[config.mk]
export PLATFORM = sky130hd
export DESIGN_NAME = uart_rx_param
export DESIGN_NICKNAME = d
export VERILOG_FILES = /design/src/rtl/uart_pkg.sv /design/src/rtl/uart_baud_tick.sv /design/src/rtl/uart_rx_param.sv
export SDC_FILE = /design/constraint.sdc
export NUM_CORES = 1
export LEC_CHECK = 0
export BUFFER_PORTS_ARGS = -buffer_cell sky130_fd_sc_hd__buf_2
export CAP_MARGIN = 20
export CORE_MARGIN = 3
export CORE_UTILIZATION = 50
export CTS_CLUSTER_DIAMETER = 30
export DETAILED_ROUTE_END_ITERATION = 8
export GPL_TIMING_DRIVEN = 1
export PLACE_DENSITY = 0.68
export SLEW_MARGIN = 20
export SYNTH_ARGS = -nofsm -noshare
export SYNTH_HDL_FRONTEND = slang
export SYNTH_SLANG_ARGS = --single-unit
[constraint.sdc]
create_clock -name CLK50MHz -period 2.29 [get_ports CLK50MHz]
set_input_delay 0.3435 -clock CLK50MHz [delete_from_list [all_inputs] [get_ports CLK50MHz]]
set_output_delay 0.3435 -clock CLK50MHz [all_outputs]
set_load 0.05 [all_outputs]
[src/rtl/uart_pkg.sv]
// uart_pkg: shared UART parity modes, receiver state encoding and baud divider rounding.
package uart_pkg;
  localparam int PAR_NONE = 0;
  localparam int PAR_ODD  = 1;
  localparam int PAR_EVEN = 2;
  typedef enum logic [2:0] {
    ST_IDLE, ST_START, ST_DATA, ST_PARITY, ST_STOP, ST_WAIT_HIGH
  } state_t;
  function automatic int calc_div(input longint clk_hz, input longint baud, input longint os);
    return int'((clk_hz + (baud * os) / 2) / (baud * os));
  endfunction
endpackage

[src/rtl/uart_baud_tick.sv]
// uart_baud_tick: one-cycle oversample enable every round(CLK_HZ/(BAUD*OVERSAMPLE)) clocks.
module uart_baud_tick
  import uart_pkg::*;
#(
  parameter int CLK_HZ     = 50000000,
  parameter int BAUD       = 9600,
  parameter int OVERSAMPLE = 16
) (
  input  logic CLK50MHz,
  input  logic RESET,
  output logic tick_en
);
  localparam int DIV = calc_div(CLK_HZ, BAUD, OVERSAMPLE);
  localparam int CW  = (DIV < 2) ? 1 : $clog2(DIV);
  logic [CW-1:0] cnt;
  if (DIV < 2) begin : g_div_chk
    $error("uart_baud_tick: divider below 2");
  end
  always_ff @(posedge CLK50MHz or negedge RESET)
    if (!RESET) cnt <= '0;
    else cnt <= tick_en ? '0 : cnt + 1'b1;
  assign tick_en = cnt == CW'(DIV - 1);
endmodule

[src/rtl/uart_rx_param.sv]
// uart_rx_param: oversampled UART receiver with majority voting, parity/framing checks,
// valid/ready hand-off and sticky overrun.
module uart_rx_param
  import uart_pkg::*;
#(
  parameter int CLK_HZ     = 50000000,
  parameter int BAUD       = 9600,
  parameter int DATA_BITS  = 8,
  parameter int PARITY     = 0,
  parameter int STOP_BITS  = 1,
  parameter int OVERSAMPLE = 16
) (
  input  logic                 CLK50MHz,
  input  logic                 RESET,
  input  logic                 RX,
  output logic [DATA_BITS-1:0] DATA,
  output logic                 VALID,
  input  logic                 READY,
  output logic                 PARITY_ERR,
  output logic                 FRAME_ERR,
  output logic                 OVERRUN,
  output logic                 BUSY
);
  localparam int SW = $clog2(OVERSAMPLE);
  localparam logic [SW-1:0] SMP_LO   = SW'(OVERSAMPLE / 2 - 1);
  localparam logic [SW-1:0] SMP_MID  = SW'(OVERSAMPLE / 2);
  localparam logic [SW-1:0] SMP_HI   = SW'(OVERSAMPLE / 2 + 1);
  localparam logic [SW-1:0] SMP_LAST = SW'(OVERSAMPLE - 1);
  if (DATA_BITS < 5 || DATA_BITS > 9) begin : g_bits_chk
    $error("uart_rx_param: DATA_BITS must be 5..9");
  end
  if (STOP_BITS != 1 && STOP_BITS != 2) begin : g_stop_chk
    $error("uart_rx_param: STOP_BITS must be 1 or 2");
  end
  if (OVERSAMPLE < 8) begin : g_os_chk
    $error("uart_rx_param: OVERSAMPLE must be at least 8");
  end
  if (PARITY < 0 || PARITY > 2) begin : g_par_chk
    $error("uart_rx_param: PARITY must be 0, 1 or 2");
  end
  state_t               state, state_n;
  logic [SW-1:0]        scnt, scnt_n;
  logic [3:0]           bidx, bidx_n;
  logic                 sidx, sidx_n;
  logic [DATA_BITS-1:0] shreg, shreg_n;
  logic                 s0, s0_n, s1, s1_n;
  logic                 perr, perr_n, ferr, ferr_n;
  logic                 done, tick, mpt, last;
  logic                 rx_m, rx_s, rx_prev, fall, maj, exp_par;
  logic [2:0]           warm;
  uart_baud_tick #(
    .CLK_HZ    (CLK_HZ),
    .BAUD      (BAUD),
    .OVERSAMPLE(OVERSAMPLE)
  ) u_tick (
    .CLK50MHz(CLK50MHz),
    .RESET   (RESET),
    .tick_en (tick)
  );
  // warm keeps the reset value of the synchroniser from posing as a falling edge
  always_ff @(posedge CLK50MHz or negedge RESET)
    if (!RESET) begin
      {rx_m, rx_s, rx_prev} <= 3'b111;
      warm <= '0;
    end else begin
      rx_m    <= RX;
      rx_s    <= rx_m;
      rx_prev <= rx_s;
      warm    <= {warm[1:0], 1'b1};
    end
  assign fall    = warm[2] & rx_prev & ~rx_s;
  assign maj     = (s0 & s1) | (s0 & rx_s) | (s1 & rx_s);
  assign exp_par = (PARITY == PAR_ODD) ? ~^shreg : ^shreg;
  assign mpt     = tick && scnt == SMP_HI;
  assign last    = tick && scnt == SMP_LAST;
  assign BUSY    = state != ST_IDLE;
  always_ff @(posedge CLK50MHz or negedge RESET)
    if (!RESET) begin
      state <= ST_IDLE;
      scnt  <= '0;
      bidx  <= '0;
      sidx  <= 1'b0;
      shreg <= '0;
      s0    <= 1'b1;
      s1    <= 1'b1;
      perr  <= 1'b0;
      ferr  <= 1'b0;
    end else begin
      state <= state_n;
      scnt  <= scnt_n;
      bidx  <= bidx_n;
      sidx  <= sidx_n;
      shreg <= shreg_n;
      s0    <= s0_n;
      s1    <= s1_n;
      perr  <= perr_n;
      ferr  <= ferr_n;
    end
  always_comb begin
    state_n = state;
    scnt_n  = scnt;
    bidx_n  = bidx;
    sidx_n  = sidx;
    shreg_n = shreg;
    s0_n    = s0;
    s1_n    = s1;
    perr_n  = perr;
    ferr_n  = ferr;
    done    = 1'b0;
    if (state == ST_IDLE) begin
      if (fall) begin
        state_n = ST_START;
        scnt_n  = '0;
        bidx_n  = '0;
        sidx_n  = 1'b0;
        perr_n  = 1'b0;
        ferr_n  = 1'b0;
      end
    end else if (state == ST_WAIT_HIGH) begin
      state_n = rx_s ? ST_IDLE : ST_WAIT_HIGH;
    end else if (tick) begin
      scnt_n = last ? '0 : scnt + 1'b1;
      s0_n   = (scnt == SMP_LO) ? rx_s : s0;
      s1_n   = (scnt == SMP_MID) ? rx_s : s1;
      case (state)
        ST_START:
          state_n = (mpt && maj) ? ST_IDLE : last ? ST_DATA : state;
        ST_DATA: begin
          shreg_n = mpt ? {maj, shreg[DATA_BITS-1:1]} : shreg;
          bidx_n  = last ? bidx + 4'd1 : bidx;
          if (last && bidx == 4'(DATA_BITS - 1))
            state_n = (PARITY == PAR_NONE) ? ST_STOP : ST_PARITY;
        end
        ST_PARITY: begin
          perr_n  = mpt ? (maj != exp_par) : perr;
          state_n = last ? ST_STOP : state;
        end
        ST_STOP: begin
          ferr_n = mpt ? (ferr | ~maj) : ferr;
          sidx_n = last ? sidx + 1'b1 : sidx;
          if (mpt && sidx == 1'(STOP_BITS - 1)) begin
            done    = 1'b1;
            state_n = (ferr | ~maj) ? ST_WAIT_HIGH : ST_IDLE;
          end
        end
        default: state_n = ST_IDLE;
      endcase
    end
  end
  // a completed frame only replaces the held word once the consumer has it
  always_ff @(posedge CLK50MHz or negedge RESET)
    if (!RESET) begin
      DATA       <= '0;
      VALID      <= 1'b0;
      PARITY_ERR <= 1'b0;
      FRAME_ERR  <= 1'b0;
      OVERRUN    <= 1'b0;
    end else begin
      if (done && (!VALID || READY)) begin
        DATA       <= shreg;
        PARITY_ERR <= perr;
        FRAME_ERR  <= ferr_n;
        VALID      <= 1'b1;
      end else if (VALID && READY) begin
        VALID <= 1'b0;
      end
      OVERRUN <= (done && VALID && !READY) ? 1'b1 : (VALID && READY) ? 1'b0 : OVERRUN;
    end
endmodule

Word-level counts from Yosys, hierarchy flattened

Cells that the tools add are included.

Bits in registers: 51
Bits in latches: 0
Bits in writable memories: 0
ROM bits: 0
Word-level logic and storage cells: 134
Memories kept: 0

Add/sub/neg operators: 4
Multiply operators: 0
Divide/modulo/power cells: 0
Magnitude comparators: 0
Eq/ne operators: 18
Shifts and indexed selects: 0
Muxes and demuxes: 48
Bitwise logic cells: 13
Reductions and logical operators: 32

Operators by type and width:

| cell                  | count |
|---|---|
| $mux W4               | 10 |
| $mux W3               | 11 |
| $mux W1               | 25 |
| $reduce_and A5 Y1     | 4 |
| $reduce_bool A2 Y1    | 8 |
| $eq A4 B4 Y1 const B  | 3 |
| $ne A4 B4 Y1 const B  | 3 |
| $pmux W3 S4           | 1 |
| $add A9 B1 Y9 const B | 1 |
| $eq A9 B9 Y1 const B  | 1 |
| $logic_and A1 B1 Y1   | 9 |
| $mux W9               | 1 |
| $add A4 B1 Y4 const B | 2 |
| $eq A4 B3 Y1 const B  | 2 |
| $reduce_and A4 Y1     | 2 |
| $reduce_xor A8 Y1     | 1 |
| $eq A3 B2 Y1 const B  | 2 |
| $eq A3 B3 Y1 const B  | 2 |
| $reduce_and A6 Y1     | 1 |
| $reduce_bool A3 Y1    | 2 |
| $and A1 B1 Y1         | 5 |
| $ne A5 B5 Y1 const B  | 1 |
| $not A1 Y1            | 5 |
| $ne A2 B2 Y1 const B  | 2 |
| 8 further kinds       | 11 |

Longest topological paths before layout

Word-level depth: 11
Depth in mapped cells: 8
Depth with buffers taken out: 7

Hierarchy

Synthesis repeated with hierarchy kept, for this count alone.

Cell total of the unflattened synthesis: 221
Area total of the unflattened synthesis: 2,517.4 um2

By module, submodules not included:

| module         | times used | cells an instance | area each (um2) | seq. area each (um2) |
|---|---|---|---|---|
| uart_rx_param  | 1          | 181               | 2,099.5         | 1,057.3 |
| uart_baud_tick | 1          | 40                | 417.9           | 225.2 |

Least setup slack after synthesis

No wires, ideal clock.

Kind: flip-flop to flip-flop
Start point: register state[1]
End point: register state[0]
Setup time: 130 ps
Arrival: 1,873 ps
Data required time: 2,160 ps
Path slack: 287 ps
Stages on the path, launching flop included: 7
Buffers on the path: 1
Cells stage by stage: dfrtp_1 > or3_1 > clkbuf_1 > o31ai_4 > a2111oi_4 > nor3_2 > mux2i_1

Longest elaborated chain between the ends: 5

Ends and longest elaborated chain:

| item                                 | line                 | source |
|---|---|---|
| start, declared                      | uart_rx_param.sv:41  | `state_t state, state_n;` |
| start signal, assigned               | uart_rx_param.sv:89  | `state <= state_n;` |
| $eq A3 B3 Y1 (tied with other cells) | uart_rx_param.sv:125 | `case (state)` |
| $pmux W3 S4                          | uart_rx_param.sv:125 |  |
| $mux W3                              | uart_rx_param.sv:121 | `end else if (tick) begin` |
| $mux W3                              | uart_rx_param.sv:119 | `end else if (state == ST_WAIT_HIGH) begin` |
| $mux W3                              | uart_rx_param.sv:110 | `if (state == ST_IDLE) begin` |

Parallel ways exist; a longest one is shown, timed or not. The select of a mux whose other input is x is not followed.
A chain may end at the register's enable or synchronous reset.

Worst setup path after layout

Start point: register u_tick.cnt[1]
End point: register shreg[4]

Longest elaborated chain between the ends: 3

Ends and longest elaborated chain:

| item                          | line                 | source |
|---|---|---|
| start, declared               | uart_baud_tick.sv:15 | `logic [CW-1:0] cnt;` |
| start signal, assigned        | uart_baud_tick.sv:21 | `else cnt <= tick_en ? '0 : cnt + 1'b1;` |
| $eq A9 B9 Y1 *                | uart_baud_tick.sv:22 | `assign tick_en = cnt == CW'(DIV - 1);` |
| $logic_and A1 B1 Y1           | uart_rx_param.sv:74  | `assign mpt = tick && scnt == SMP_HI;` |
| $reduce_and A5 Y1 (no line) * | n/a                  |  |
| end signal, assigned          | uart_rx_param.sv:93  | `shreg <= shreg_n;` |
| end, declared                 | uart_rx_param.sv:45  | `logic [DATA_BITS-1:0] shreg, shreg_n;` |

Mark *: on every way between the ends. The rest lies on a longest branch, timed or not.

==> parameters.txt <==
Parameter                              Value

CTS
  Sink Count ... 51
  Number of buffers inserted for hold repair after clock tree synthesis ... 0
  CTS tree ... yes
  CTS clk-pin slew, worst paths ... 90 ps
  Deepest level of the CTS H-tree ... 2
  Buffer levels on the longest clock path ... 2
  Total setup buffers inserted after CTS ... 0
  Clock insertion delay at the later pin of the skew report ... 310 ps
  Gates resized, CTS repair ... 0
  Total CTS buffers ... 5
  Root Driver ... sky130_fd_sc_hd__clkbuf_8

Timing
  Period Utilization, post-route ... 88.25%
  Number of endpoints failing setup at the final stage ... 0
  Number of hold violations in the final report ... 0
  Setup repair after global routing missed its margin ... no
  Worst slew margin relative to its limit ... 52.59%
  Hold Slack ... 80.78 ps
  Maximum operating frequency ... 494.9 MHz
  Count of final max-slew check failures ... 0
  Worst-case clock skew ... 8.266 ps
  Post-layout min period ... 2021 ps
  Total Negative Setup Slacks ... 0 ps
  Worst-Margin Slew ... 711.1 ps

Setup path
  Critical path capture point ... shreg[4]
  Kind of critical path ... flip-flop to flip-flop
  CP endpoint kind ... flip-flop
  Crit. Startpoint ... u_tick.cnt[1]
  Startpoint of the most critical register-to-register path ... u_tick.cnt[1]
  Maximum net fanout on the critical path ... 8
  Setup crit start kind ... flip-flop
  R2R depth ... 6
  Worst EP arrival ... 2210 ps
  Worst reg2reg endpoint ... shreg[4]
  Required time of the critical path ... 2480 ps
  Worst reg2reg setup slack ... 270 ps

Yosys
  Post-Syn Area ... 2561 um^2
  Count of cell types in the netlist ... 54
  Primary flip-flop cell chosen by synthesis mapping ... sky130_fd_sc_hd__dfrtp_1
  Ranking of synthesized cells by area ... sky130_fd_sc_hd__dfrtp_1 (45%), sky130_fd_sc_hd__mux2_2 (7.5%), sky130_fd_sc_hd__dfstp_2 (5.1%)
  Number of nets produced by synthesis ... 226
  Cell count after synthesis ... 216
  Async set or reset register ratio after synthesis ... 100.0%
  Mean post-synth cell area ... ~12 um^2
  Yosys warning count ... 0
  Synthesis-stage register bit count ... 51
  Number of synthesized flops with an enable pin ... 0
  Fraction of synthesized cell area taken by the top area cell type ... between 40 and 50%
  Sequential fraction of the synthesis area ... about half
  Post-synth top area cell ... sky130_fd_sc_hd__dfrtp_1

Routing
  WL final ... approximately 4400 um
  Via density per instance ... 5.520
  Number of detailed-routing iterations run before antenna repair ... 4
  DR DRC count ... 0
  Number of vias in the routed layout ... 1689
  Antenna viol nets, final ... 0
  Iteration-0 DRC count of the detailed router ... 87
  Average detailed-routed wire length per instance ... 14.47 um

Floorplan
  Area enclosed by the die boundary ... between 6000 and 7000 um^2
  Standard cell core area ... 4848 um^2
  Vertical extent of the die ... 77.57 um
  Standard-cell rows ... 25
  Boundary Pins ... 17
  Initial cell density of the core ... a little over half
  Die W ... 77.57 um

Cells and area
  Utilization after layout ... between 50% and 60%
  Layout filler cell count ... 398
  Number of nets in the final layout ... between 200 and 250
  Synthesis-to-layout area growth ... 10.36%
  Layout cell share with drive strength beyond 1 ... 27.62%
  Antenna Diode Count ... 0

Place
  RD Place Congestion ... 0.8932
  # port buffers ... 16
  Estimated wirelength of the detail-placed design ... 3273 um

Global routing
  Global-route wire length before repair ... 7886 um
  Pin count of the biggest net entering global routing ... 33
  Global-route usage over all layers ... ~16%
  Aggregate global routing overflow ... 0
  Initial antenna violation count ... 0
  Vias in the first global route ... 1682

Status
  Outcome ... finished, final reports clean

Worst hold path
  Path class of the lowest-slack min-delay path ... input port to async pin

Pwr
  Power per cell area ... a little under 800 nW/um^2
  Worst vdd rail ir drop ... 0.0003801 V
  Static Leak ... 1.304 nW

Job
  Max-cap viol count ... 0
cells in the final DEF (no fill, tap or decap), types with 3 or more instances in the layout:
| master | n |
|---|---|
| sky130_fd_sc_hd__inv_1 | 9 |
| sky130_fd_sc_hd__buf_4 | 5 |
| sky130_fd_sc_hd__o21ai_0 | 7 |
| sky130_fd_sc_hd__ha_1 | 6 |
| sky130_fd_sc_hd__a21o_1 | 3 |
| sky130_fd_sc_hd__buf_2 | 16 |
| sky130_fd_sc_hd__mux2i_1 | 3 |
| sky130_fd_sc_hd__nand2_1 | 11 |
| sky130_fd_sc_hd__or3_1 | 3 |
| sky130_fd_sc_hd__nand3_1 | 9 |
| sky130_fd_sc_hd__xor2_1 | 4 |
| sky130_fd_sc_hd__a21oi_1 | 3 |
| sky130_fd_sc_hd__a31oi_1 | 3 |
| sky130_fd_sc_hd__mux2_2 | 17 |
| sky130_fd_sc_hd__dfrtp_1 | 46 |
| sky130_fd_sc_hd__nor2_1 | 17 |
| sky130_fd_sc_hd__dfstp_2 | 5 |
| sky130_fd_sc_hd__and3_1 | 7 |
| sky130_fd_sc_hd__clkbuf_8 | 6 |
| sky130_fd_sc_hd__nor3_1 | 4 |
| sky130_fd_sc_hd__xnor2_1 | 13 |
report_power, final:
group | switching [mW] | internal (mW)
combinational | 0.375 | 0.232
clock | 0.298 | 0.247
sequential | 0.101 | 0.969
total | 0.774 | 1.45
worst min path at each step:
stage            start       to  slack [ps]  cells after the start
2_1_floorplan    RESET  DATA[0]          50                      0
3_3_place_gp   warm[0]  warm[1]         330                      0
3_5_place_dp   warm[0]  warm[1]         340                      0
4_1_cts          RESET  bidx[2]         100                      1
5_1_grt             RX     rx_m         110                      1
6_report         RESET  bidx[3]          80                      1
metrics by stage:
step                      setup WS [ps]  instances  cell area (um^2)  power (mW)
after floorplan                   286.9        216              2561       1.553
after global placement            339.1        298              2728       1.686
after detailed placement          263.4        298              2728       1.694
after CTS                         244.8        306              2826       2.247
after global routing              143.4        306              2826       2.369
final                             269.2        306              2826       2.223
cell usage after synthesis (2+ instances only):
master,n
sky130_fd_sc_hd__nand3b_1,2
sky130_fd_sc_hd__mux2_1,2
sky130_fd_sc_hd__xnor2_1,13
sky130_fd_sc_hd__or2_2,2
sky130_fd_sc_hd__buf_2,4
sky130_fd_sc_hd__nor2_1,17
sky130_fd_sc_hd__nor3_1,4
sky130_fd_sc_hd__dfstp_2,5
sky130_fd_sc_hd__o22ai_1,2
sky130_fd_sc_hd__nand3_1,9
sky130_fd_sc_hd__o21ai_0,7
sky130_fd_sc_hd__nor3b_1,2
sky130_fd_sc_hd__or3_1,3
sky130_fd_sc_hd__a21o_1,3
sky130_fd_sc_hd__a211oi_1,2
sky130_fd_sc_hd__inv_1,9
sky130_fd_sc_hd__xor2_1,4
sky130_fd_sc_hd__ha_1,6
sky130_fd_sc_hd__and3_1,7
sky130_fd_sc_hd__mux2_2,17
sky130_fd_sc_hd__a31oi_1,3
sky130_fd_sc_hd__a21oi_1,3
sky130_fd_sc_hd__mux2i_1,3
sky130_fd_sc_hd__dfrtp_1,46
sky130_fd_sc_hd__nand2_1,11
sky130_fd_sc_hd__nand4bb_4,2
worst max-delay path, cell delays in order, from the launching register on:
cell and delay (ps):
sky130_fd_sc_hd__dfrtp_1 410, sky130_fd_sc_hd__inv_1 60, sky130_fd_sc_hd__ha_1 200, sky130_fd_sc_hd__and4bb_1 270
sky130_fd_sc_hd__and3_1 190, sky130_fd_sc_hd__and3_1 390, sky130_fd_sc_hd__mux2_2 380
layer usage:
metal	global-route usage [%]	share of wire, %
met1	23.22	48
met2	24.87	46
met3	2.436	3.3
met4	7.473	1.9
met5	0	0
cell type report:
class	instances	area, um^2	share of cell area [%]
timing repair buffer	21	117.6	4.161
multi-input combinational	150	1210	42.81
tap	67	83.83	2.966
sequential	51	1282	45.37
inverter	9	33.78	1.195
clock buffer	6	82.58	2.922
clock inverter	2	16.27	0.5755
sequential cells by signal, indices dropped and copies added (netlist names), 3 cells and up:
| signal | flops |
|---|---|
| DATA | 8 |
| bidx | 4 |
| scnt | 4 |
| shreg | 8 |
| state | 3 |
| u_tick.cnt | 9 |
| warm | 3 |
cells by family after synthesis:
family / Yosys count / share of synthesized area, %
and+or+nand+nor: 70 / 17.39
DFF: 51 / 50.07
AOI/OAI and AO/OA: 32 / 10.41
muxes: 23 / 10.11
xor gates and xnor gates: 17 / 5.813
buffers and inverters: 15 / 2.687
adders and majority gates: 7 / 3.371
other: 1 / 0.1464
Power figures use the tool's default switching activity.
